==> src/rtl/b06_cmp_cnt.sv <==
`default_nettype none
// ============================================================================
// Module   : b06_cmp_cnt
// Purpose  : Datapath/counter peer of the b06 interrupt handler. Produces the
//            registered operand-match flag (eql) and the counter-terminal flag
//            (cont_eql), and captures the handler's uscite code on each rising
//            edge of ackout.
// Options  : B06_CNT_SAT_EN - when defined, the counter saturates at TERM-1
//            (cont_eql held high) instead of wrapping to 0 with a one-cycle
//            cont_eql pulse.
// Revision : 1.0 - initial release
// ============================================================================
module b06_cmp_cnt #(
   parameter int DW   = 8,
   parameter int CW   = 4,
   parameter int TERM = 10
) (
   input  logic          clock,
   input  logic          reset,
   input  logic [1:0]    cc_mux,
   input  logic [1:0]    uscite,
   input  logic          enable_count,
   input  logic          ackout,
   input  logic [DW-1:0] data_in,
   input  logic [DW-1:0] ref_in,
   input  logic          ref_load,
   output logic          eql,
   output logic          cont_eql,
   output logic [CW-1:0] count,
   output logic [1:0]    code_out,
   output logic          code_valid,
   output logic          active
);

   localparam logic [CW-1:0] TERM_M1 = CW'(TERM - 1);
   localparam logic [CW-1:0] CNT_ONE = CW'(1);

   typedef enum logic [1:0] {
      IDLE = 2'd0,
      CMP  = 2'd1,
      CNT  = 2'd2
   } state_t;

   state_t        state;
   state_t        state_nxt;

   logic [DW-1:0] ref_reg;
   logic [DW-1:0] sample_reg;
   logic          ack_d;

   logic [DW-1:0] sel;
   logic          cmp_hit;
   logic          at_term;
   logic [CW-1:0] inc_count;
   logic          inc_cont;
   logic [CW-1:0] drop_count;

   logic          eql_nxt;
   logic          cont_nxt;
   logic [CW-1:0] count_nxt;
   logic          ref_we;
   logic          ack_rise;

   // Operand select and full-width compare against the stored reference.
   always_comb begin
      sel = data_in;
      case (cc_mux)
         2'b01:   sel = data_in;
         2'b10:   sel = ~data_in;
         2'b11:   sel = sample_reg;
         default: sel = data_in;
      endcase
      cmp_hit = (sel == ref_reg);
   end

   // Counter step: the value and terminal flag produced by one enabled cycle,
   // plus what the count becomes when enable_count drops in CNT.
   always_comb begin
      at_term = (count == TERM_M1);
`ifdef B06_CNT_SAT_EN
      inc_count  = at_term ? TERM_M1 : (count + CNT_ONE);
      inc_cont   = (inc_count == TERM_M1);
      drop_count = at_term ? '0 : count;
`else
      inc_count  = at_term ? '0 : (count + CNT_ONE);
      inc_cont   = at_term;
      drop_count = count;
`endif
   end

   // Next-state and next-output decode for the IDLE/CMP/CNT machine.
   always_comb begin
      state_nxt = state;
      eql_nxt   = eql;
      cont_nxt  = 1'b0;
      count_nxt = count;
      ref_we    = 1'b0;

      case (state)
         IDLE: begin
            // enable_count is ignored here: a load only arms the compare.
            eql_nxt = 1'b0;
            if (ref_load) begin
               ref_we    = 1'b1;
               state_nxt = CMP;
            end
         end

         CMP: begin
            if (cc_mux != 2'b00) begin
               eql_nxt = cmp_hit;
            end
            ref_we = ref_load;
            if (enable_count) begin
               state_nxt = CNT;
               count_nxt = inc_count;
               cont_nxt  = inc_cont;
            end
         end

         CNT: begin
            if (cc_mux != 2'b00) begin
               eql_nxt = cmp_hit;
            end
            ref_we = ref_load;
            if (enable_count) begin
               count_nxt = inc_count;
               cont_nxt  = inc_cont;
            end else begin
               state_nxt = CMP;
               count_nxt = drop_count;
            end
         end

         default: begin
            state_nxt = IDLE;
            eql_nxt   = 1'b0;
         end
      endcase
   end

   // A strobe-worthy acknowledge edge; suppressed while the block is idle.
   always_comb begin
      ack_rise = ackout && !ack_d && (state != IDLE);
   end

   // State register.
   always_ff @(posedge clock) begin
      if (!reset) begin
         state <= IDLE;
      end else begin
         state <= state_nxt;
      end
   end

   // Compare/count outputs and the active flag, all registered.
   always_ff @(posedge clock) begin
      if (!reset) begin
         eql      <= 1'b0;
         cont_eql <= 1'b0;
         count    <= '0;
         active   <= 1'b0;
      end else begin
         eql      <= eql_nxt;
         cont_eql <= cont_nxt;
         count    <= count_nxt;
         active   <= (state_nxt != IDLE);
      end
   end

   // Reference register; a reload takes effect after this cycle's compare.
   always_ff @(posedge clock) begin
      if (!reset) begin
         ref_reg <= '0;
      end else if (ref_we) begin
         ref_reg <= ref_in;
      end
   end

   // One-cycle delayed copy of data_in used by the cc_mux==11 source.
   always_ff @(posedge clock) begin
      if (!reset) begin
         sample_reg <= '0;
      end else begin
         sample_reg <= data_in;
      end
   end

   // ackout history tracks in every state so an edge seen in IDLE is consumed.
   always_ff @(posedge clock) begin
      if (!reset) begin
         ack_d <= 1'b0;
      end else begin
         ack_d <= ackout;
      end
   end

   // Capture uscite on a qualified ackout rising edge with a one-cycle strobe.
   always_ff @(posedge clock) begin
      if (!reset) begin
         code_out   <= 2'b00;
         code_valid <= 1'b0;
      end else begin
         code_valid <= ack_rise;
         if (ack_rise) begin
            code_out <= uscite;
         end
      end
   end

endmodule
`default_nettype wire

==> config.mk <==
export PLATFORM = sky130hd
export DESIGN_NAME = b06_cmp_cnt
export DESIGN_NICKNAME = d
export VERILOG_FILES = /design/src/rtl/b06_cmp_cnt.sv
export SDC_FILE = /design/constraint.sdc
export NUM_CORES = 1
export LEC_CHECK = 0
export CORE_ASPECT_RATIO = 0.6
export CORE_UTILIZATION = 48
export DETAILED_ROUTE_END_ITERATION = 6
export PLACE_DENSITY = 0.89
export SKIP_LAST_GASP = 1
export SLEW_MARGIN = 15
export SYNTH_ARGS = -nofsm -noshare
export SYNTH_HDL_FRONTEND = slang
export SYNTH_SLANG_ARGS = --single-unit
export TNS_END_PERCENT = 20
==> constraint.sdc <==
create_clock -name clock -period 1.8 [get_ports clock]
set_clock_uncertainty 0.1 [all_clocks]
set_input_delay 0.18 -clock clock [delete_from_list [all_inputs] [get_ports clock]]
set_output_delay 0.18 -clock clock [all_outputs]
set_load 0.005 [all_outputs]
# Word-level counts from Yosys, hierarchy flattened

Cells that the tools add are included.

Bits of input ports: 25
Register bits: 29
Output and inout bits: 10

Multiplexer cells: 8
Bitwise gates (word level): 1
$add $sub $neg: 1
Equal/unequal tests: 6
Reductions and logical operators: 11

Operators with widths:

| cell                | number |
|---|---|
| $pmux 8 s2          | 1 |
| $eq 8x8->1          | 1 |
| $not 8->8           | 1 |
| $eq 2x2->1 const B  | 3 |
| $mux 2              | 3 |
| $pmux 2 s3          | 1 |
| $reduce_bool 2->1   | 3 |
| $add 4x1->4 const B | 1 |
| $eq 4x4->1 const B  | 1 |
| $mux 4              | 1 |
| $reduce_and 2->1    | 2 |
| $reduce_and 3->1    | 1 |
| $eq 2x1->1 const B  | 1 |
| $logic_and 1x1->1   | 2 |
| $logic_not 2->1     | 1 |
| $pmux 1 s2          | 1 |
| $reduce_or 2->1     | 1 |
| $logic_not 1->1     | 1 |
| $mux 1              | 1 |

# Depth between registers and ports, before layout

Gate-level depths: netlist of run 1.

Word-level depth: 3
Mapped depth: 8
Depth with buffers taken out: 7

# Worst setup path after synthesis of run 1

Ideal clock, no wire load.

Kind: in2reg
From: in cc_mux[1]
To: reg eql
Path slack: 226 ps
Data required time: 1630 ps
Cell stages on the path: 6
Buffers on the path: 1
Data arrival time: 1405 ps
Path through: buf_4 a21boi_1 xnor2_1 a221o_1 or4_1 a21oi_1

Cells in the longest elaborated chain, start to end: 3
Elaborated cells on any way between the ends: 5
Those cells by class: eq/ne: 3; mux: 1; reduce/logical: 1

RTL lines:

| element                | line | source |
|---|---|---|
| start: declaration     | 20   | `input logic [1:0] cc_mux,` |
| $eq 2x2->1             | 67   | `case (cc_mux)` |
| $pmux 8 s2             | 67   |  |
| $eq 8x8->1             | 73   | `cmp_hit = (sel == ref_reg);` |
| end signal: assignment | 164  | `eql <= eql_nxt;` |
| end: declaration       | 27   | `output logic eql,` |

Several ways; a longest one is shown, not always the timed one.
A chain may end at the register's enable or synchronous reset.

# Worst setup path after layout of run 1

From: in data_in[0]
To: reg eql

Cells in the longest elaborated chain, start to end: 3

RTL lines:

| element            | line | source |
|---|---|---|
| start: declaration | 24   | `input logic [DW-1:0] data_in,` |
| $not 8->8          | 69   | `2'b10: sel = ~data_in;` |
| $pmux 8 s2 (*)     | 67   |  |
| $eq 8x8->1 (*)     | 73   |  |

Every way passes the cells marked *; elsewhere a longest branch is shown, timed or not.

==> impl_metrics.toml, run 1 <==
[placement]
dp_slack_ns = -0.466
dp_hpwl_mm = 2.54
place.port_buffers = 34
place_congestion = 0.927
place_area_sq_um = 1870

[timing]
period_share_pct = 97.3
setup_viol = 0
tns_ns = 0
post-route-min-period_ns = 1.75
setup_ws_ns = 0.0488
tightest_slew_ns = 0.355
rsz0062_at_grt = "yes"
clock.fmax_mhz = 571
slew_viol_final = 0
slew_headroom_pct = 76.3
hold_violations = 0

[setup_path]
cp.required_ns = 1.91
crit_top_cell = "a21oi_2"
max_stage_delay_ns = 0.49
critPathSlowestCell = "or4_4"
critPathKind = "in2reg"
r2r_slack_ns = 0.10
cp-start-kind = "input pin"
endpoint = "eql"
worst_r2r_startpoint = "ref_reg[6]"
reg2reg_depth = 6
worstPathArrival_ns = 1.86
crit_chain = "clkdlybuf4s50_1 -> nor2_1 -> a21oi_2 -> xnor2_1 -> a221o_1 -> or4_4 -> a21oi_2"
rr_endpoint = "eql"
crit_start = "data_in[0]"
crit_cells = 7
crit_fanout = 2
endpoint_kind = "flip-flop"
crit_buf_inv = 1
crit_family = "compound AO/OA/AOI/OAI gates"

[global_routing]
antenna_found_initial = 0
overflow = 0
grt_max_degree = 26
grt_pass1_wl_mm = 6.07
grt_pass1_vias = 1304
grt_util_all_layers_pct = 25.5

[logic_synthesis]
synth-warning-count = 0
synth_edf_count = 0
synth_most_common_cell = "dfxtp_1"
ys_seq_elements = 29
ys_top_cells_by_count = "dfxtp_1 (29), nor2b_1 (16), and2_1 (11), nand2_1 (11)"
synth_top_cell_by_area = "dfxtp_1"
synth_nets = 187
synth-main-ff-cell = "dfxtp_1"
syn_area_sq_um = 1440
syn_inst = 158
ys_seq_area_share_pct = 40.4
synth.avg_cell_area_sq_um = 9.10
synthArstFlopShare_pct = 0
yosysTopAreaCellShare_pct = 40.4
yosys-top-cells-area = "dfxtp_1 (40%), nor2b_1 (7.0%), mux2i_1 (6.3%), and2_1 (4.8%), xnor2_1 (4.3%)"
synth_cell_type_count = 39

[floorplan]
start_util_pct = 54.0
io_pins = 35
rows = 14
core_sq_um = 2660
die_x_microns = 72.7
die_area_sq_um = 3220
fp.dieH_microns = 44.4

[clock_network]
clk_latency_ns = 0.28
cts_max_path_buffers = 2
ctsHoldBuffers = 0
root_buffer = "clkbuf_8"
cts_sinks = 29
cts_tree = "yes"
h-tree-depth = 2
cts_setup_buffers = 0
numCtsBuffers = 5
path_clk_slew_ns = 0.05

[detailed_routing]
routed_wl_mm = 3.62
dr.pass1.iters = 4
vias_per_cell = 5.31
antenna_left = 0
num_vias = 1302
drtIter0Drc = 83
route.detailed.drc = 0
wl_per_cell_microns = 14.8

[power_and_ir_drop]
power_mw = 1.65
p_per_area_nw_per_um2 = 824
comb_power_share_pct = 18.3
clkPwrFrac_pct = 38.6
internal_power_mw = 1.25
p_leak_nw = 0.792
swShare_pct = 24.3
p_sw_mw = 0.402
peakVddDrop_v = 0.000624
power.share.sequential_pct = 43.1

[flow_run]
cap_violations = 0

[finish]
register_area_sq_um = 581
final_area_sq_um = 2000
fin_util_pct = 75.3
multi_input_area_sq_um = 820
nets = 234
n_fill_cell = 198
n_antenna_cell = 0
area_growth_pct = 39.4
drive_above_1_share_pct = 13.7

[worst_hold_path]
hp-class = "in2reg"

[outcome]
status = "finished, final reports clean"
per-stage QoR:
step,std cells,hold WS [ns]
2_1_floorplan,158,0.207
6_report,245,0.294
4_1_cts,245,0.274
5_1_grt,245,0.313
3_3_place_gp,237,0.309
3_5_place_dp,237,0.331
cell usage in the layout (no fill, tap or decap), types with 3 or more instances in the layout:
cell type	instances
clkdlybuf4s50_1	31
o21ai_1	3
nor2_1	4
clkbuf_8	5
o21ai_0	8
buf_4	10
dfxtp_1	29
nand2_1	11
mux2i_1	9
nand2b_1	4
nor2b_1	16
xnor2_1	7
a21oi_1	4
xor2_1	4
and2_1	11
nand3_1	4
inv_1	5
dlygate4sd2_1	3
ha_1	4
how the worst min path moves through the flow:
stage               start       endpoint  cells past startpoint
2_1_floorplan  data_in[0]  sample_reg[0]                      1
4_1_cts        data_in[6]  sample_reg[6]                      2
5_1_grt        data_in[6]  sample_reg[6]                      2
3_5_place_dp        ack_d     code_valid                      1
3_3_place_gp        ack_d     code_valid                      1
6_report       data_in[6]  sample_reg[6]                      2
timing repair:
item / in CTS / in global routing
cloned: 1 / 0
gates resized for setup: 6 / 5
setup endpoints to repair: 1 / 3
pin swaps: 0 / 1
power groups by stage:
stage	Sequential [mW]	Combinational (mW)	Clock, mW
6_report	0.712	0.302	0.637
5_1_grt	0.716	0.330	0.668
4_1_cts	0.710	0.292	0.639
3_5_place_dp	0.724	0.287	0
3_3_place_gp	0.722	0.276	0
2_1_floorplan	0.718	0.155	0
logic make-up after synthesis:
group           after synthesis  share of synthesized area, %
simple gates                 64                          25.6
compound gates               29                          13.4
flops                        29                          40.4
buf+inv                      12                          4.18
xor+xnor                     11                          6.70
mux                           9                          6.27
fa+ha+maj                     4                          3.48
per-layer routing:
metal / up-vias / GRT usage (%) / wire length [microns]
met3: 15 / 7.29 / 197
met4: 0 / 11.8 / 93
met2: 42 / 40.0 / 1630
met1: 609 / 32.9 / 1700
met5: - / 0 / 0
li1: 636 / - / -
final cells by class:
type                    count  share of cell area (%)
repair buffers             46                    21.3
multi-input cells         117                    40.9
clock inverters             2                    1.75
flip-flops and latches     29                    29.0
inverters                   6                    1.12
clock buffers               5                    3.43
well taps                  40                    2.50
Note: power is estimated with default switching activity, not from simulation.
==> run 2, diff against run 1 <==
CELL_PAD_IN_SITES_DETAIL_PLACEMENT = 0   (was not set)
CELL_PAD_IN_SITES_GLOBAL_PLACEMENT = 1   (was not set)
CORE_UTILIZATION = 36   (was 48)
==> run 2 against run 1 <==
Net effect: core utilization decreased by 23 points; non-clock buffer count is 4 lower; critical path type unchanged; sequential share of layout area rose by 0.61 points; largest cell class unchanged.
==> impl_metrics.toml, run 2 (synthesis results as in run 1) <==
[outcome]
status = "finished, final reports clean"

[floorplan]
die_area_sq_um = 4260
core_sq_um = 3740
fp.dieH_microns = 51.0
die_x_microns = 83.6
io_pins = 35
start_util_pct = 38.4
rows = 17

[power_and_ir_drop]
p_leak_nw = 0.766
power_mw = 1.58
peakVddDrop_v = 0.000499
p_per_area_nw_per_um2 = 803

[detailed_routing]
wl_per_cell_microns = 13.0
num_vias = 1237
dr.pass1.iters = 7
drtIter0Drc = 69
vias_per_cell = 4.97
antenna_left = 0
routed_wl_mm = 3.24
route.detailed.drc = 0

[global_routing]
antenna_found_initial = 0
grt_max_degree = 23
grt_pass1_vias = 1149
overflow = 0
grt_util_all_layers_pct = 16.4
grt_pass1_wl_mm = 5.26

[setup_path]
cp.required_ns = 1.91
crit_chain = "clkdlybuf4s50_1 -> o21ai_1 -> o21a_1 -> a221o_1 -> or4_1 -> a21oi_1"
crit_family = "compound AO/OA/AOI/OAI gates"
crit_fanout = 5
max_stage_delay_ns = 0.56
worstPathArrival_ns = 1.89
critPathSlowestCell = "clkdlybuf4s50_1"
crit_buf_inv = 1
critPathKind = "in2reg"
cp-start-kind = "input pin"
endpoint_kind = "flip-flop"

[placement]
place_area_sq_um = 1850
dp_slack_ns = -0.485
dp_hpwl_mm = 2.50
placedCellCount = 240
place.port_buffers = 34
place_congestion = 0.870

[timing]
slew_headroom_pct = 75.1
clock.fmax_mhz = 564
slew_viol_final = 0
setup_viol = 0
setup_ws_ns = 0.0254
tns_ns = 0
hold_violations = 0
holdWs_ns = 0.322
tightest_slew_ns = 0.373
rsz0062_at_grt = "yes"
post-route-min-period_ns = 1.77
period_share_pct = 98.6

[clock_network]
ctsHoldBuffers = 0
clk_latency_ns = 0.27
cts_sinks = 29
numCtsBuffers = 5
cts_max_path_buffers = 2
path_clk_slew_ns = 0.07
cts_tree = "yes"
root_buffer = "clkbuf_8"
h-tree-depth = 2

[finish]
fin_util_pct = 52.4
drive_above_1_share_pct = 9.90
nets = 230
area_growth_pct = 36.6
n_fill_cell = 368
final_area_sq_um = 1960
mostFrequentLayoutCell = "clkdlybuf4s50_1"
fin_cells = 249
n_antenna_cell = 0
final_cell_mix = "clkdlybuf4s50_1 (32), dfxtp_1 (29), nor2b_1 (16)"

[flow_run]
cap_violations = 0

[worst_hold_path]
hp-class = "reg2reg"
## run 2: report_power, final
part / internal (mW) / total (mW) / switching (mW) / leakage (nW)
Clock: 0.345 / 0.586 / 0.241 / 0.0542
Sequential: 0.680 / 0.712 / 0.0320 / 0.239
Combinational: 0.160 / 0.278 / 0.118 / 0.473
## run 2: final cells by class
| cell class | instances | area [sq um] | share of cell area [%] |
|---|---|---|---|
| tap | 47 | 58.8 | 3.00 |
| clock buffer | 7 | 96.3 | 4.91 |
| multi-input combinational | 117 | 802 | 40.9 |
| sequential | 29 | 581 | 29.6 |
| clock inverter | 1 | 5.00 | 0.255 |
| inverter | 6 | 22.5 | 1.15 |
| timing repair buffer | 42 | 398 | 20.3 |
## run 2: worst paths after layout
path	start	endpoint	slack (ns)	cells past startpoint
max	data_in[6]	eql	0.03	6
min	ack_d	code_valid	0.32	1
max reg2reg	ref_reg[6]	eql	0.13	6
min reg2reg	ack_d	code_valid	0.32	1
## run 2: worst register-to-register path, cell delays in order (launching register included)
cell	delay (ns)
dfxtp_1	0.33
inv_1	0.11
o21ai_0	0.10
nor4_1	0.27
a21oi_1	0.06
or4_1	0.52
a21oi_1	0.13
## run 2: routing by layer
layer	vias up	track usage (%)	wire length, microns
met4	0	8.47	58
met1	572	22.0	1660
li1	624	-	-
met5	-	0	0
met3	8	4.52	165
met2	33	24.1	1350
## run 2: timing repair
item	in CTS	in global routing
pin swaps	1	0
setup buffers	1	0
resized for setup	2	1
setup endpoints to repair	1	2
